File: config.mk
export PLATFORM = sky130hd
export DESIGN_NAME = frame_sync_deframer
export DESIGN_NICKNAME = d
export VERILOG_FILES = /design/src/rtl/frame_sync_deframer_pkg.sv /design/src/rtl/frame_sync_deframer_byte_fifo.sv /design/src/rtl/frame_sync_deframer.sv
export SDC_FILE = /design/constraint.sdc
export NUM_CORES = 1
export LEC_CHECK = 0
export ABC_AREA = 1
export CORE_MARGIN = 5
export CORE_UTILIZATION = 59
export DETAILED_ROUTE_END_ITERATION = 10
export PLACE_DENSITY = 0.85
export SETUP_SLACK_MARGIN = 0.2
export SYNTH_ARGS = -nofsm -noshare
export SYNTH_HDL_FRONTEND = slang
export SYNTH_SLANG_ARGS = --single-unit
File: constraint.sdc
create_clock -name clock -period 2.35 [get_ports clock]
set_clock_uncertainty 0.1 [all_clocks]
set_input_delay 0.47 -clock clock [delete_from_list [all_inputs] [get_ports clock]]
set_output_delay 0.47 -clock clock [all_outputs]
set_load 0.01 [all_outputs]
File: src/rtl/frame_sync_deframer_pkg.sv
// Shared constants, state type and helpers for the frame sync deframer.
package frame_sync_deframer_pkg;

    localparam int unsigned BYTE_W      = 8;
    localparam int unsigned PACKET_SIZE = 192;
    localparam logic [BYTE_W-1:0] SYNC_WORD = 8'hFF;
    localparam int unsigned FIFO_DEPTH  = 4;

    typedef enum logic [0:0] {
        HUNT    = 1'b0,
        PAYLOAD = 1'b1
    } state_t;

    // Hunt bit counter stops at 8 so a full sync window is remembered
    function automatic logic [3:0] sat_inc8(input logic [3:0] c);
        return (c == 4'd8) ? c : c + 4'd1;
    endfunction

endpackage

File: src/rtl/frame_sync_deframer_byte_fifo.sv
// Small synchronous FIFO buffering payload bytes toward the downstream consumer.
module byte_fifo #(
    parameter int unsigned WIDTH = 8,
    parameter int unsigned DEPTH = 4
) (
    input  logic             clock,
    input  logic             reset,
    input  logic             push,
    input  logic             pop,
    input  logic [WIDTH-1:0] data_in,
    output logic [WIDTH-1:0] data_out,
    output logic             full,
    output logic             empty
);

    localparam int unsigned PTR_W = (DEPTH > 1) ? $clog2(DEPTH) : 1;

    logic [WIDTH-1:0] mem [DEPTH];
    logic [PTR_W-1:0] wr_ptr;
    logic [PTR_W-1:0] rd_ptr;
    logic [PTR_W:0]   count;
    logic             do_push;
    logic             do_pop;

    assign full  = (count == (PTR_W + 1)'(DEPTH));
    assign empty = (count == '0);

    // A pop on an empty FIFO is ignored; a push to a full FIFO only lands if a pop frees a slot
    assign do_pop  = pop && !empty;
    assign do_push = push && (!full || do_pop);

    assign data_out = empty ? '0 : mem[rd_ptr];

    always_ff @(posedge clock) begin
        if (do_push) begin
            mem[wr_ptr] <= data_in;
        end
    end

    always_ff @(posedge clock) begin
        if (reset) begin
            wr_ptr <= '0;
            rd_ptr <= '0;
            count  <= '0;
        end else begin
            if (do_push) begin
                wr_ptr <= wr_ptr + PTR_W'(1);
            end
            if (do_pop) begin
                rd_ptr <= rd_ptr + PTR_W'(1);
            end
            case ({do_push, do_pop})
                2'b10:   count <= count + (PTR_W + 1)'(1);
                2'b01:   count <= count - (PTR_W + 1)'(1);
                default: count <= count;
            endcase
        end
    end

endmodule

File: src/rtl/frame_sync_deframer.sv
// Serial bit-stream deframer: hunts for the sync byte, then packs payload bits into a byte FIFO.
module frame_sync_deframer #(
    parameter int unsigned PACKET_SIZE = frame_sync_deframer_pkg::PACKET_SIZE,
    parameter logic [frame_sync_deframer_pkg::BYTE_W-1:0] SYNC_WORD = frame_sync_deframer_pkg::SYNC_WORD,
    parameter int unsigned FIFO_DEPTH  = frame_sync_deframer_pkg::FIFO_DEPTH
) (
    input  logic                                       clock,
    input  logic                                       reset,
    input  logic                                       bit_in,
    input  logic                                       bit_valid,
    output logic [frame_sync_deframer_pkg::BYTE_W-1:0] byte_out,
    output logic                                       byte_valid,
    input  logic                                       byte_ready,
    output logic                                       locked,
    output logic                                       packet_done,
    output logic                                       overflow
);

    import frame_sync_deframer_pkg::*;

    localparam int unsigned PAYLOAD_BITS = PACKET_SIZE - BYTE_W;
    localparam int unsigned PCW          = $clog2(PAYLOAD_BITS);

    state_t            state;
    logic [BYTE_W-1:0] sr;
    logic [3:0]        hunt_cnt;
    logic [BYTE_W-1:0] asm_byte;
    logic [2:0]        bit_pos;
    logic [PCW-1:0]    pay_cnt;

    logic [BYTE_W-1:0] sr_next;
    logic [3:0]        hunt_cnt_next;
    logic [BYTE_W-1:0] asm_next;
    logic              last_bit;
    logic              push;
    logic              pop;
    logic              fifo_full;
    logic              fifo_empty;

    assign sr_next       = {sr[BYTE_W-2:0], bit_in};
    assign hunt_cnt_next = sat_inc8(hunt_cnt);
    assign asm_next      = {asm_byte[BYTE_W-2:0], bit_in};
    assign last_bit      = (pay_cnt == PCW'(PAYLOAD_BITS - 1));

    assign push       = bit_valid && (state == PAYLOAD) && (bit_pos == 3'd7);
    assign byte_valid = !fifo_empty;
    assign pop        = byte_valid && byte_ready;
    assign locked     = (state == PAYLOAD);

    always_ff @(posedge clock) begin
        if (reset) begin
            state       <= HUNT;
            sr          <= '0;
            hunt_cnt    <= '0;
            asm_byte    <= '0;
            bit_pos     <= '0;
            pay_cnt     <= '0;
            packet_done <= 1'b0;
            overflow    <= 1'b0;
        end else begin
            packet_done <= 1'b0;
            if (push && fifo_full && !pop) begin
                overflow <= 1'b1;
            end
            if (bit_valid) begin
                case (state)
                    HUNT: begin
                        sr       <= sr_next;
                        hunt_cnt <= hunt_cnt_next;
                        if (sr_next == SYNC_WORD && hunt_cnt_next == 4'd8) begin
                            state    <= PAYLOAD;
                            asm_byte <= '0;
                            bit_pos  <= '0;
                            pay_cnt  <= '0;
                        end
                    end
                    PAYLOAD: begin
                        asm_byte <= asm_next;
                        bit_pos  <= bit_pos + 3'd1;
                        pay_cnt  <= pay_cnt + PCW'(1);
                        if (last_bit) begin
                            state       <= HUNT;
                            sr          <= '0;
                            hunt_cnt    <= '0;
                            pay_cnt     <= '0;
                            packet_done <= 1'b1;
                        end
                    end
                    default: state <= HUNT;
                endcase
            end
        end
    end

    byte_fifo #(
        .WIDTH (BYTE_W),
        .DEPTH (FIFO_DEPTH)
    ) u_fifo (
        .clock    (clock),
        .reset    (reset),
        .push     (push),
        .pop      (pop),
        .data_in  (asm_next),
        .data_out (byte_out),
        .full     (fifo_full),
        .empty    (fifo_empty)
    );

endmodule

Word level (Yosys, flattened, before mapping)
Memory sizes are Yosys's and may differ from the RTL's. A register that Yosys moved wholly into a read port is not among the register bits.
Cells that the tools add are included.
{ "word_totals": {"reg_bits": 39, "latchBits": 0, "ramBits": 32, "romBits": 0, "wordCells": 69, "memories": 1} }
{ "memory_table": {"columns": ["name", "words", "width", "rd", "rd_ports_with_merged_regs", "wr", "line", "text"], "rows": [
  ["u_fifo.mem", 4, 8, 1, 1, 1, "frame_sync_deframer_byte_fifo.sv:18", "logic [WIDTH-1:0] mem [DEPTH];"]
]} }
{ "classes": {"add_sub_neg": 7, "n_mul": 0, "div": 0, "magnitude_cmp": 0, "n_eq_ne": 10, "shift": 0, "mux": 21, "bitwise": 2, "n_reduce_logical": 17} }
{ "ops": {"columns": ["op", "count"], "rows": [
  ["$pmux W7 S2", 2],
  ["$mux W8", 3],
  ["$eq A8 B8 Y1 const B", 2],
  ["$pmux W8 S2", 1],
  ["$pmux W3 S2", 2],
  ["$add A8 B1 Y8 const B", 1],
  ["$eq A4 B4 Y1 const B", 2],
  ["$logic_and A1 B1 Y1", 8],
  ["$mux W4", 2],
  ["$pmux W4 S2", 1],
  ["$mux W7", 1],
  ["$add A3 B1 Y3 const B", 2],
  ["$eq A3 B3 Y1 const B", 2],
  ["$mux W1", 5],
  ["$add A2 B1 Y2 const B", 2],
  ["$add A4 B1 Y4 const B", 1],
  ["$mux W2", 2],
  ["$reduce_and A2 Y1", 2],
  ["$logic_not A1 Y1", 3],
  ["$logic_not A3 Y1", 1],
  ["$mux W3", 1],
  ["$reduce_or A3 Y1", 1],
  ["$sub A3 B1 Y3 const B", 1],
  ["$eq A2 B1 Y1 const B", 1],
  ["7 further kinds", 8]
]} }

Depth between registers and ports, before layout
Gate-level depths: netlist (run 1).
{ "logic_depth": {"word_depth": 8, "mapped_depth": 11, "mapped_depth_nobuf": 11} }

Modules after synthesis
From an unflattened synthesis (run 1), not the netlist that was laid out.
{ "unflattened": {"cells_unflattened": 384, "area_unflattened_um2": 3345.7} }
{ "by_module_without_submodules": {"columns": ["module", "n_inst", "cells_per_inst", "area_each_um2"], "rows": [
  ["byte_fifo", 1, 168, 1756.7],
  ["frame_sync_deframer", 1, 216, 1589.0]
]} }

Worst setup path before layout (run 1)
Ideal clock, no wire load.
{ "synth_path": {"path_type": "input-to-reg", "from": "input port bit_valid", "to": "register u_fifo.count[2]", "setup_time_ps": 122, "arrival_time_ps": 1957, "path_slack_ps": 171, "path_stages": 11, "path_cell_list": "nand2_1 -> buf_2 -> inv_2 -> nand3_2 -> ha_1 -> inv_1 -> fa_1 -> a21oi_1 -> o21ai_0 -> o21ai_0 -> a21oi_1"} }
{ "synth_between": {"elab_chain_cells": 5, "word_cells_on_any_way": 7} }
{ "synth_rtl": {"columns": ["item", "line", "text"], "rows": [
  ["start, declared", "frame_sync_deframer.sv:10", "input logic bit_valid,"],
  ["$logic_and A1 B1 Y1 * (2 in a row)", "frame_sync_deframer.sv:45", "assign push = bit_valid && (state == PAYLOAD) && (bit_pos == 3'd7);"],
  ["$logic_and A1 B1 Y1 *", "frame_sync_deframer_byte_fifo.sv:30", "assign do_push = push && (!full || do_pop);"],
  ["$eq A2 B1 Y1 / $eq A2 B2 Y1 (equally long branches)", "frame_sync_deframer_byte_fifo.sv:52", "case ({do_push, do_pop})"],
  ["$pmux W3 S2 / $reduce_bool A2 Y1 (equally long branches)", null, null],
  ["end signal, assigned", "frame_sync_deframer_byte_fifo.sv:53", "2'b10: count <= count + (PTR_W + 1)'(1);"],
  ["end signal, assigned", "frame_sync_deframer_byte_fifo.sv:54", "2'b01: count <= count - (PTR_W + 1)'(1);"],
  ["end signal, assigned", "frame_sync_deframer_byte_fifo.sv:55", "default: count <= count;"],
  ["end, declared", "frame_sync_deframer_byte_fifo.sv:21", "logic [PTR_W:0] count;"]
]} }
Mark *: on every way between the ends. The rest lies on a longest branch, timed or not.
A chain may end at the register's enable or synchronous reset.

Worst setup path after layout (run 1)
{ "layout_path": {"from": "input port byte_ready", "to": "register u_fifo.count[2]"} }
{ "layout_between": {"elab_chain_cells": 6, "word_cells_on_any_way": 8} }
{ "layout_rtl": {"columns": ["item", "line", "text"], "rows": [
  ["start, declared", "frame_sync_deframer.sv:13", "input logic byte_ready,"],
  ["$logic_and A1 B1 Y1 *", "frame_sync_deframer.sv:47", "assign pop = byte_valid && byte_ready;"],
  ["$logic_and A1 B1 Y1 *", "frame_sync_deframer_byte_fifo.sv:29", "assign do_pop = pop && !empty;"],
  ["$logic_or A1 B1 Y1", "frame_sync_deframer_byte_fifo.sv:30", null],
  ["$logic_and A1 B1 Y1", "frame_sync_deframer_byte_fifo.sv:30", null],
  ["$eq A2 B1 Y1 / $eq A2 B2 Y1 (equally long branches)", "frame_sync_deframer_byte_fifo.sv:52", null],
  ["$pmux W3 S2 / $reduce_bool A2 Y1 (equally long branches)", null, null]
]} }
Marked as above.

==> reports/metrics.cfg, run 1 <==
[worst_setup_path]
crit_slowest_cell = clkdlybuf4s50_1
required_ns = 2.48
start_kind = input pin
crit_arrival_ns = 2.18
cp_max_fo = 2
rr_endpoint = u_fifo.count[2]
r2r_slack_ns = 0.31
worstSetupEndpointType = flop
cp_num_cells = 11
cp_cell_sequence = clkdlybuf4s50_1 -> inv_2 -> nand3_1 -> nand3_2 -> ha_1 -> inv_1 -> fa_1 -> a21oi_1 -> o21ai_1 -> o21ai_1 -> a21oi_1
path_class = input pin to flop
r2r-start = bit_pos[0]
rr_worst_depth = 10
cpLargestDelayFamily = buffers and inverters
crit_buf_inv = 3
crit_path_max_incr_delay_ns = 0.42

[detailed_routing]
drc = 0
drt_wl_total_mm = 6.18
routedWlPerCell_um = 13.1
vias = 2528
via_per_inst = 5.34
dr.pass1.iters = 4
postRouteAntennaNets = 0
drt_iter0_drc = 110

[clocking]
cts_made_buffers = 9
h-tree-depth = 3
cts.sinks = 73
cts_tree = built
clk_pin_slew_worst_paths_ns = 0.08
ctsLongestPathBuffers = 2
hold_buffers = 0
cts-root-buf = clkbuf_8
clock_latency_ns = 0.35

[sta]
slew_violations = 0
worst_pin_slew_ns = 0.353
max_slew_margin_pct = 76.2
final.period_utilization_pct = 87.4
hold_viol = 0
timing.final.crit_period_ns = 2.05
setup_viol = 0
max_freq_ghz = 0.487
grt_setup_unrepaired = true
holdWs_ns = 0.358

[global_routing]
overflow = 0
grt_max_degree = 31
antenna_found_initial = 0
grt_pass1_wl_mm = 10.7
grt_pass1_vias = 2417
grt_usage_pct = 18.6

[synthesis]
avgSynthCellArea_um2 = 9.00
ys_ff_latch = 73
synth_edf_count = 32
ys.warnings.count = 0
synth_top_area_cell = edfxtp_1
synth_area_leaders = edfxtp_1 (29%), dfxtp_1 (25%), nand2_1 (7.2%)
yosysSeqAreaShare_pct = 54.4
ys_async_sr_fraction_pct = 0
ys.flop_type = dfxtp_1
synth_common_cells = nand2_1 (63), nor2_1 (54), dfxtp_1 (41)
synth_top_area_share_pct = 29.3
synthCells = 364
netlist-cell-type-count = 33
synthesis.nets = 380
syn_area_um2 = 3270
yosysMostFrequentCell = nand2_1

[worst_hold_path]
hp-start = bit_pos[0]
min_to = bit_pos[0]
hold_depth = 1
hold_path.class = flop to flop

[flow_run]
drv_cap = 0

[power]
pwr_density_cell_nw_per_um2 = 613
ir_worst_vdd_uv = 418
power.leakage_nw = 1.39
total_power_mw = 2.31

[floorplan]
dieArea_um2 = 7140
boundaryPins = 17
rows = 27
start_util_pct = 60.2
dieWidth_um = 84.5
coreArea_um2 = 5440
die_h_um = 84.5

[finish]
nNetsFinal = 412
n_antenna_cell = 0
syn_to_final_growth_pct = 15.0
drive_gt1_share_pct = 17.0

[placement]
port_buffers = 16
dp_hpwl_mm = 4.11
gp_congestion = 0.824

[outcome]
status = finished clean

## per-stage QoR
step	cells	cell area [µm²]	setup slack [ns]	utilization (%)	TNS, ns
after floorplan	364	3280	0.216	-	0
after global placement	456	3570	-0.0463	65.7	-0.0463
after detailed placement	456	3570	-0.149	65.7	-0.149
after CTS	473	3780	0.194	69.4	0
after global routing	473	3760	0.175	69.2	0
final	473	3760	0.297	69.2	0
## state kept, by name (all words and copies together) (netlist names), 2 cells and up, named ones only
name,flops
asm_byte,7
bit_pos,3
hunt_cnt,4
pay_cnt,8
sr,7
u_fifo.count,3
u_fifo.mem,32
u_fifo.rd_ptr,2
u_fifo.wr_ptr,2
## kinds of logic (layout without fill, tap and decap cells)
kind of cell,after synthesis,after routing,share of synthesized area [%]
AND/OR/NAND/NOR,158,158,20.9
AO/OA/AOI/OAI,74,74,13.5
flip-flops,73,73,54.4
buffers and inverters,47,84,6.27
adder cells (fa/ha/maj),11,11,4.43
XOR/XNOR,1,1,0.497
## report_power, final
group,internal (mW),leakage (nW),switching [mW]
Combinational,0.0208,0.663,0.0344
Clock,0.485,0.0937,0.446
Sequential,1.32,0.633,0.00490
Total,1.82,1.39,0.486
## worst max path at each step
stage	slack [ns]	from	to
after floorplan	0.22	bit_valid	u_fifo.count[2]
after global placement	-0.05	byte_ready	u_fifo.count[2]
after detailed placement	-0.15	byte_ready	u_fifo.count[2]
after CTS	0.19	flop	byte_out[4]
after global routing	0.17	flop	byte_out[4]
final	0.30	byte_ready	u_fifo.count[2]
## metal layers
metal,GRT usage (%),wire (µm)
met1,22.7,2630
met2,31.2,3110
met4,9.78,112
met5,0,0
met3,3.63,327
## layout make-up
| class | instances | area [µm²] |
|---|---|---|
| inverter | 34 | 135 |
| multi-input combinational | 244 | 1300 |
| timing repair buffer | 34 | 267 |
| fill | 426 | 1670 |
| clock inverter | 6 | 60.1 |
| clock buffer | 10 | 128 |
| tap | 72 | 90.1 |
| sequential | 73 | 1790 |
## placed cells by master (no fill, tap or decap), types with 2 or more instances in the layout
cell             synthesis  routed
a21oi_1                 30      30
a21oi_2                  3       3
a21oi_4                  2       2
buf_4                    2      16
buf_6                    0       2
clkbuf_2                 0       7
clkbuf_8                 0       9
clkdlybuf4s50_1          0       8
clkinv_2                 0       2
clkinv_4                 0       2
dfxtp_1                 41      39
edfxtp_1                32      32
ha_1                    10       9
inv_1                   30      29
inv_2                    3       3
nand2_1                 63      63
nand3_1                 26      26
nand4_1                  3       3
nor2_1                  54      54
nor2_2                   2       2
nor3_1                   3       3
o21ai_0                 30      28
o21ai_1                  0       2
o21ai_2                  7       7
## timing repair
action / in CTS / in global routing
buffers inserted: 0 / 0
resized for setup: 15 / 21
cloned: 1 / 0
endpoints found under the setup margin: 9 / 12
pin swaps: 0 / 3
Note: power is estimated with default switching activity, not from simulation.
==> run 2: changes to the inputs <==
--- a/config.mk
+++ b/config.mk
@@ -7,9 +7,10 @@
 export LEC_CHECK = 0
 export ABC_AREA = 1
 export CORE_MARGIN = 5
-export CORE_UTILIZATION = 59
+export CORE_UTILIZATION = 62
+export CTS_BUF_LIST = sky130_fd_sc_hd__clkbuf_2 sky130_fd_sc_hd__clkbuf_4 sky130_fd_sc_hd__clkbuf_8
 export DETAILED_ROUTE_END_ITERATION = 10
-export PLACE_DENSITY = 0.85
+export PLACE_DENSITY = 0.88
 export SETUP_SLACK_MARGIN = 0.2
 export SYNTH_ARGS = -nofsm -noshare
 export SYNTH_HDL_FRONTEND = slang
==> reports/metrics.cfg, run 2 (synthesized netlist as in run 1, its figures left out) <==
[power]
seqPwrFrac_pct = 58.9  ; +1.6 points
pwr-share-comb_pct = 2.5  ; about the same
ir_worst_vdd_uv = 441  ; +5.6%
total_power_mw = 2.24  ; -2.8%
p_sw_share_pct = 23.4  ; +2.4 points
power_frac_clock_pct = 38.6  ; -1.7 points
p_int_mw = 1.72  ; -5.7%
pwr_density_cell_nw_per_um2 = 593  ; -3.2%
power.leakage_nw = 1.41  ; +1.5%
switchingPower_mw = 0.525  ; +8.1%

[clocking]
cts_made_buffers = 9  ; unchanged
h-tree-depth = 3  ; unchanged
cts.sinks = 73  ; unchanged
hold_buffers = 0  ; unchanged
cts_tree = built
clock_latency_ns = 0.34  ; about the same
ctsLongestPathBuffers = 2  ; unchanged
cts-root-buf = clkbuf_8
clk_pin_slew_worst_paths_ns = 0.08  ; about the same

[global_routing]
grt_pass1_wl_mm = 10.7  ; +0.13%
grt_pass1_vias = 2417  ; unchanged
grt_max_degree = 31  ; unchanged
grt_usage_pct = 20.8  ; +2.2 points
overflow = 0  ; unchanged
antenna_found_initial = 0  ; unchanged

[finish]
largest_registers = u_fifo.mem: 32 flops, pay_cnt: 8 flops
largest_register_ff_count = 32  ; unchanged
top_register = u_fifo.mem
final_cell_mix = nand2_1 (63), nor2_1 (54), dfxtp_1 (39)
stdcell_count = 474  ; +0.21%
nNetsFinal = 415  ; +0.73%
n_antenna_cell = 0  ; unchanged
drive_gt1_share_pct = 17.6  ; +0.62 points
final_common_cell = nand2_1
finalInstanceArea_um2 = 3780  ; +0.43%
syn_to_final_growth_pct = 15.5

[floorplan]
coreArea_um2 = 5110  ; -6.1%
dieArea_um2 = 6830  ; -4.3%
start_util_pct = 64.1  ; +3.9 points
boundaryPins = 17  ; unchanged
rows = 26  ; -3.7%
dieWidth_um = 82.7  ; -2.2%
die_h_um = 82.7  ; -2.2%

[detailed_routing]
drt_iter0_drc = 199  ; +81%
via_per_inst = 5.35  ; about the same
dr.pass1.iters = 4  ; unchanged
vias = 2535  ; +0.28%
postRouteAntennaNets = 0  ; unchanged
drt_wl_total_mm = 6.53  ; +5.7%
routedWlPerCell_um = 13.8  ; +5.5%
drc = 0  ; unchanged

[flow_run]
drv_cap = 0  ; unchanged

[worst_setup_path]
start_kind = flop
rr_endpoint = u_fifo.count[2]
r2r-start = bit_pos[0]
crit_arrival_ns = 1.48  ; -0.70 ns
r2r_slack_ns = 0.30  ; about the same
cp_max_fo = 7  ; +5
required_ns = 1.78  ; -0.70 ns
path_class = flop to output pin
rr_worst_depth = 10  ; unchanged
worstSetupEndpointType = output pin

[sta]
final.period_utilization_pct = 87.4  ; about the same
setup_ws_ns = 0.296  ; -0.00111 ns
worst_pin_slew_ns = 0.381  ; +0.0288 ns
hold_viol = 0  ; unchanged
max_slew_margin_pct = 74.5  ; -1.7 points
setup_viol = 0  ; unchanged
slew_violations = 0  ; unchanged
fin_tns_setup_ns = 0  ; unchanged
timing.final.crit_period_ns = 2.05  ; +0.00111 ns
max_freq_ghz = 0.487  ; about the same
grt_setup_unrepaired = true

[worst_hold_path]
min_to = bit_pos[0]
hold_path.class = flop to flop
hold_depth = 1  ; unchanged
hp-start = bit_pos[0]

[placement]
dp_cells = 454  ; -0.44%
placed_cell_area_um2 = 3570  ; about the same
dp_hpwl_mm = 4.08  ; -0.87%
gp_congestion = 0.829  ; +0.61%
port_buffers = 16  ; unchanged
pre_cts_ws_ns = -0.120  ; +0.0297 ns

[outcome]
status = finished clean

## run 2: cell types whose count changed in the layout (fill, tap and decap cells not counted), moves of 2 or more
| cell | previous run | this run |
|---|---|---|
| buf_4 | 16 | 19 |
| o21ai_0 | 28 | 30 |
| buf_2 | 0 | 2 |
| o21ai_1 | 2 | 0 |
| dlygate4sd2_1 | 1 | 4 |
| clkbuf_2 | 7 | 2 |
| clkinvlp_4 | 1 | 3 |
## run 2: area by class of cell
cell class / instances / area [µm²]
clock buffers: 9 / 124
flip-flops and latches: 73 / 1780
repair buffers: 37 / 300
multi-input cells: 244 / 1300
inverters: 34 / 135
well taps: 70 / 87.6
clock inverters: 7 / 46.3
fillers: 368 / 1330
## run 2: worst max path at each step
stage          startpoint         endpoint  slack, ns  cells after the start
3_3_place_gp   byte_ready  u_fifo.count[2]      -0.05                     11
6_report             flop      byte_out[3]       0.30                      6
2_1_floorplan   bit_valid  u_fifo.count[2]       0.22                     11
4_1_cts              flop      byte_out[6]       0.15                      7
3_5_place_dp   byte_ready  u_fifo.count[2]      -0.12                     11
5_1_grt              flop      byte_out[5]       0.17                      7
## run 2: stage by stage
step | utilization (%) | hold slack (ns)
3_3_place_gp | 69.9 | 0.352
3_5_place_dp | 69.9 | 0.358
4_1_cts | 73.7 | 0.371
2_1_floorplan | - | 0.336
6_report | 74.0 | 0.361
5_1_grt | 74.0 | 0.373
## run 2: worst max-delay path, cell delays in order, from the launching register on
cell and delay, ns:
dfxtp_2 0.36, buf_6 0.15, nor2_1 0.05, nor2_1 0.09, o21ai_0 0.09, a21oi_1 0.13
dlygate4sd2_1 0.27
## run 2: layer usage
layer | part of all wire, % | up-vias | track usage (%)
li1 | - | 1278 | -
met1 | 42 | 1163 | 24.1
met2 | 51 | 82 | 36.9
met3 | 5.0 | 12 | 3.47
met4 | 1.9 | 0 | 10.5
met5 | 0 | - | 0
## run 2: power groups by stage
stage | registers (mW) | clock network, mW | logic (mW)
finish | 1.32 | 0.866 | 0.0563
global route | 1.32 | 0.926 | 0.0625
CTS | 1.32 | 0.866 | 0.0558
detailed placement | 1.35 | 0 | 0.0554
global placement | 1.35 | 0 | 0.0532
floorplan | 1.35 | 0 | 0.0346
## run 2: what timing repair did
action / CTS / global route
setup endpoints to repair: 9 / 10
pin swaps: 0 / 1
gates resized for setup: 12 / 19
gates cloned: 0 / 1
setup buffers: 3 / 0
==> run 3: changes to the inputs <==
--- a/config.mk
+++ b/config.mk
@@ -6,7 +6,6 @@
 export NUM_CORES = 1
 export LEC_CHECK = 0
 export ABC_AREA = 1
-export CORE_MARGIN = 5
 export CORE_UTILIZATION = 62
 export CTS_BUF_LIST = sky130_fd_sc_hd__clkbuf_2 sky130_fd_sc_hd__clkbuf_4 sky130_fd_sc_hd__clkbuf_8
 export DETAILED_ROUTE_END_ITERATION = 10
==> reports/metrics.cfg, run 3 (synthesized netlist as in run 1, its figures left out) <==
[finish]
nNetsFinal = 412  ; -0.72%
n_antenna_cell = 0  ; unchanged
drive_gt1_share_pct = 16.5  ; -1.1 points
final_common_cell = nand2_1
largest_registers = u_fifo.mem: 32 flops, pay_cnt: 8 flops
stdcell_count = 471  ; -0.63%
largest_register_ff_count = 32  ; unchanged
syn_to_final_growth_pct = 15.3
final_cell_mix = nand2_1 (63), nor2_1 (54), dfxtp_1 (40)
fill_cells = 366  ; -0.54%
top_register = u_fifo.mem
multi_input_area_um2 = 1290  ; -1.2%
register_area_um2 = 1790  ; about the same

[floorplan]
start_util_pct = 64.1  ; unchanged
die_h_um = 74.7  ; -9.7%
boundaryPins = 17  ; unchanged
rows = 26  ; unchanged
dieArea_um2 = 5580  ; -18%
dieWidth_um = 74.7  ; -9.7%
coreArea_um2 = 5110  ; unchanged

[clocking]
h-tree-depth = 3  ; unchanged
ctsLongestPathBuffers = 2  ; unchanged
cts-root-buf = clkbuf_8
clk_pin_slew_worst_paths_ns = 0.08  ; about the same
cts_made_buffers = 9  ; unchanged
cts_post_setup_buffers_inserted = 0  ; -3
cts_tree = built
clock_latency_ns = 0.34  ; about the same
cts.sinks = 73  ; unchanged

[placement]
dp_hpwl_mm = 4.05  ; -0.74%
dp_cells = 455  ; +0.22%
gp_congestion = 0.861  ; +3.8%
port_buffers = 16  ; unchanged

[power]
p_int_mw = 1.93  ; +13%
pwr_density_cell_nw_per_um2 = 643  ; +8.4%
switchingPower_mw = 0.493  ; -6.2%
power.leakage_nw = 1.40  ; -0.60%
pwr-share-comb_pct = 2.3  ; -0.2 points
seqPwrFrac_pct = 54.4  ; -4.5 points
ir_worst_vdd_uv = 570  ; +29%
power_frac_clock_pct = 43.3  ; +4.7 points
p_sw_share_pct = 20.3  ; -3.1 points

[sta]
final.period_utilization_pct = 87.6  ; +0.20 points
worst_pin_slew_ns = 0.355  ; -0.0268 ns
fin_tns_setup_ns = 0  ; unchanged
holdWs_ns = 0.372  ; +0.0108 ns
slew_violations = 0  ; unchanged
setup_viol = 0  ; unchanged
grt_setup_unrepaired = true
timing.final.crit_period_ns = 2.06  ; +0.00481 ns
hold_viol = 0  ; unchanged
max_slew_margin_pct = 76.3  ; +1.8 points
max_freq_ghz = 0.486  ; -0.23%

[worst_setup_path]
crit_arrival_ns = 2.18  ; +0.70 ns
rr_endpoint = u_fifo.count[2]
rr_worst_depth = 10  ; unchanged
start_kind = input pin
r2r_slack_ns = 0.30  ; about the same
cp_max_fo = 2  ; -5
worstSetupEndpointType = flop
required_ns = 2.47  ; +0.69 ns
path_class = input pin to flop
r2r-start = bit_pos[0]

[global_routing]
grt_pass1_vias = 2358  ; -2.4%
grt_usage_pct = 24.9  ; +4.1 points
antenna_found_initial = 0  ; unchanged
grt_pass1_wl_mm = 10.2  ; -4.6%
grt_max_degree = 31  ; unchanged
overflow = 0  ; unchanged

[detailed_routing]
dr.pass1.iters = 5  ; +1
vias = 2534  ; -0.039%
drc = 0  ; unchanged
drt_wl_total_mm = 6.29  ; -3.6%
via_per_inst = 5.38  ; +0.60%
postRouteAntennaNets = 0  ; unchanged
drt_iter0_drc = 158  ; -21%
routedWlPerCell_um = 13.4  ; -3.0%

[worst_hold_path]
min_to = sr[6]
hold_depth = 2  ; +1
hp-start = sr[6]
hold_path.class = flop to flop

[outcome]
status = finished clean

[flow_run]
drv_cap = 0  ; unchanged

run 3: changes by cell type in the layout (fill, tap and decap cells not counted), moves of 2 or more:
cell / before / now
buf_2: 2 / 0
buf_4: 19 / 17
buf_6: 2 / 0
bufinv_16: 0 / 2
clkbuf_2: 2 / 8
clkinv_1: 0 / 2
clkinv_2: 3 / 1
clkinv_4: 1 / 3
clkinvlp_4: 3 / 0
dfxtp_2: 2 / 0
dlygate4sd2_1: 4 / 0
o21ai_0: 30 / 28
o21ai_1: 0 / 2
run 3: how the worst max path moves through the flow:
| stage | to | start | cells past startpoint | slack, ns |
|---|---|---|---|---|
| final | u_fifo.count[2] | byte_ready | 11 | 0.29 |
| after global placement | u_fifo.count[2] | byte_ready | 11 | -0.04 |
| after global routing | u_fifo.count[2] | bit_pos[0] | 10 | 0.12 |
| after floorplan | u_fifo.count[2] | bit_valid | 11 | 0.22 |
| after detailed placement | u_fifo.count[2] | byte_ready | 11 | -0.11 |
| after CTS | byte_out[0] | u_fifo.count[1] | 6 | 0.18 |
run 3: power by group through the flow:
stage	registers (mW)	logic, mW	clock network, mW
after CTS	1.32	0.0550	1.06
after global routing	1.32	0.0622	1.12
after detailed placement	1.35	0.0546	0
after global placement	1.35	0.0526	0
after floorplan	1.35	0.0346	0
final	1.32	0.0558	1.05
run 3: metal layers:
metal / vias up / track usage, % / wire, µm
li1: 1272 / - / -
met1: 1166 / 28.5 / 2640
met2: 80 / 43.9 / 3200
met3: 16 / 6.43 / 334
met4: 0 / 10.9 / 114
met5: - / 0 / 0
run 3: through the flow:
stage / worst slack [ns] / area [µm²] / utilization (%) / power [mW]
floorplan: 0.216 / 3280 / - / 1.38
global placement: -0.0415 / 3590 / 70.3 / 1.40
detailed placement: -0.106 / 3590 / 70.3 / 1.41
CTS: 0.180 / 3800 / 74.5 / 2.43
global route: 0.119 / 3770 / 73.9 / 2.50
finish: 0.291 / 3770 / 73.9 / 2.43
run 3: timing repair:
action,in CTS,in global routing
resized for setup,10,18
hold buffers,0,0
endpoints found under the setup margin,8,9
pin swaps,0,1
run 3: cell type report:
| cell class | instances | share of cell area (%) |
|---|---|---|
| Clock buffer | 9 | 3.28 |
| Clock inverter | 7 | 2.52 |
| Inverter | 34 | 3.38 |
| Multi-Input combinational cell | 244 | 34.1 |
| Sequential cell | 73 | 47.3 |
| Tap cell | 70 | 2.32 |
| Timing Repair Buffer | 34 | 7.09 |
run 3: critical path, stage by stage:
cell and delay, ns:
clkdlybuf4s50_1 0.40, inv_1 0.11, nand3_1 0.13, nand3_2 0.09
ha_1 0.13, inv_1 0.06, fa_1 0.38, a21oi_1 0.14
o21ai_1 0.09, o21ai_1 0.12, a21oi_1 0.05
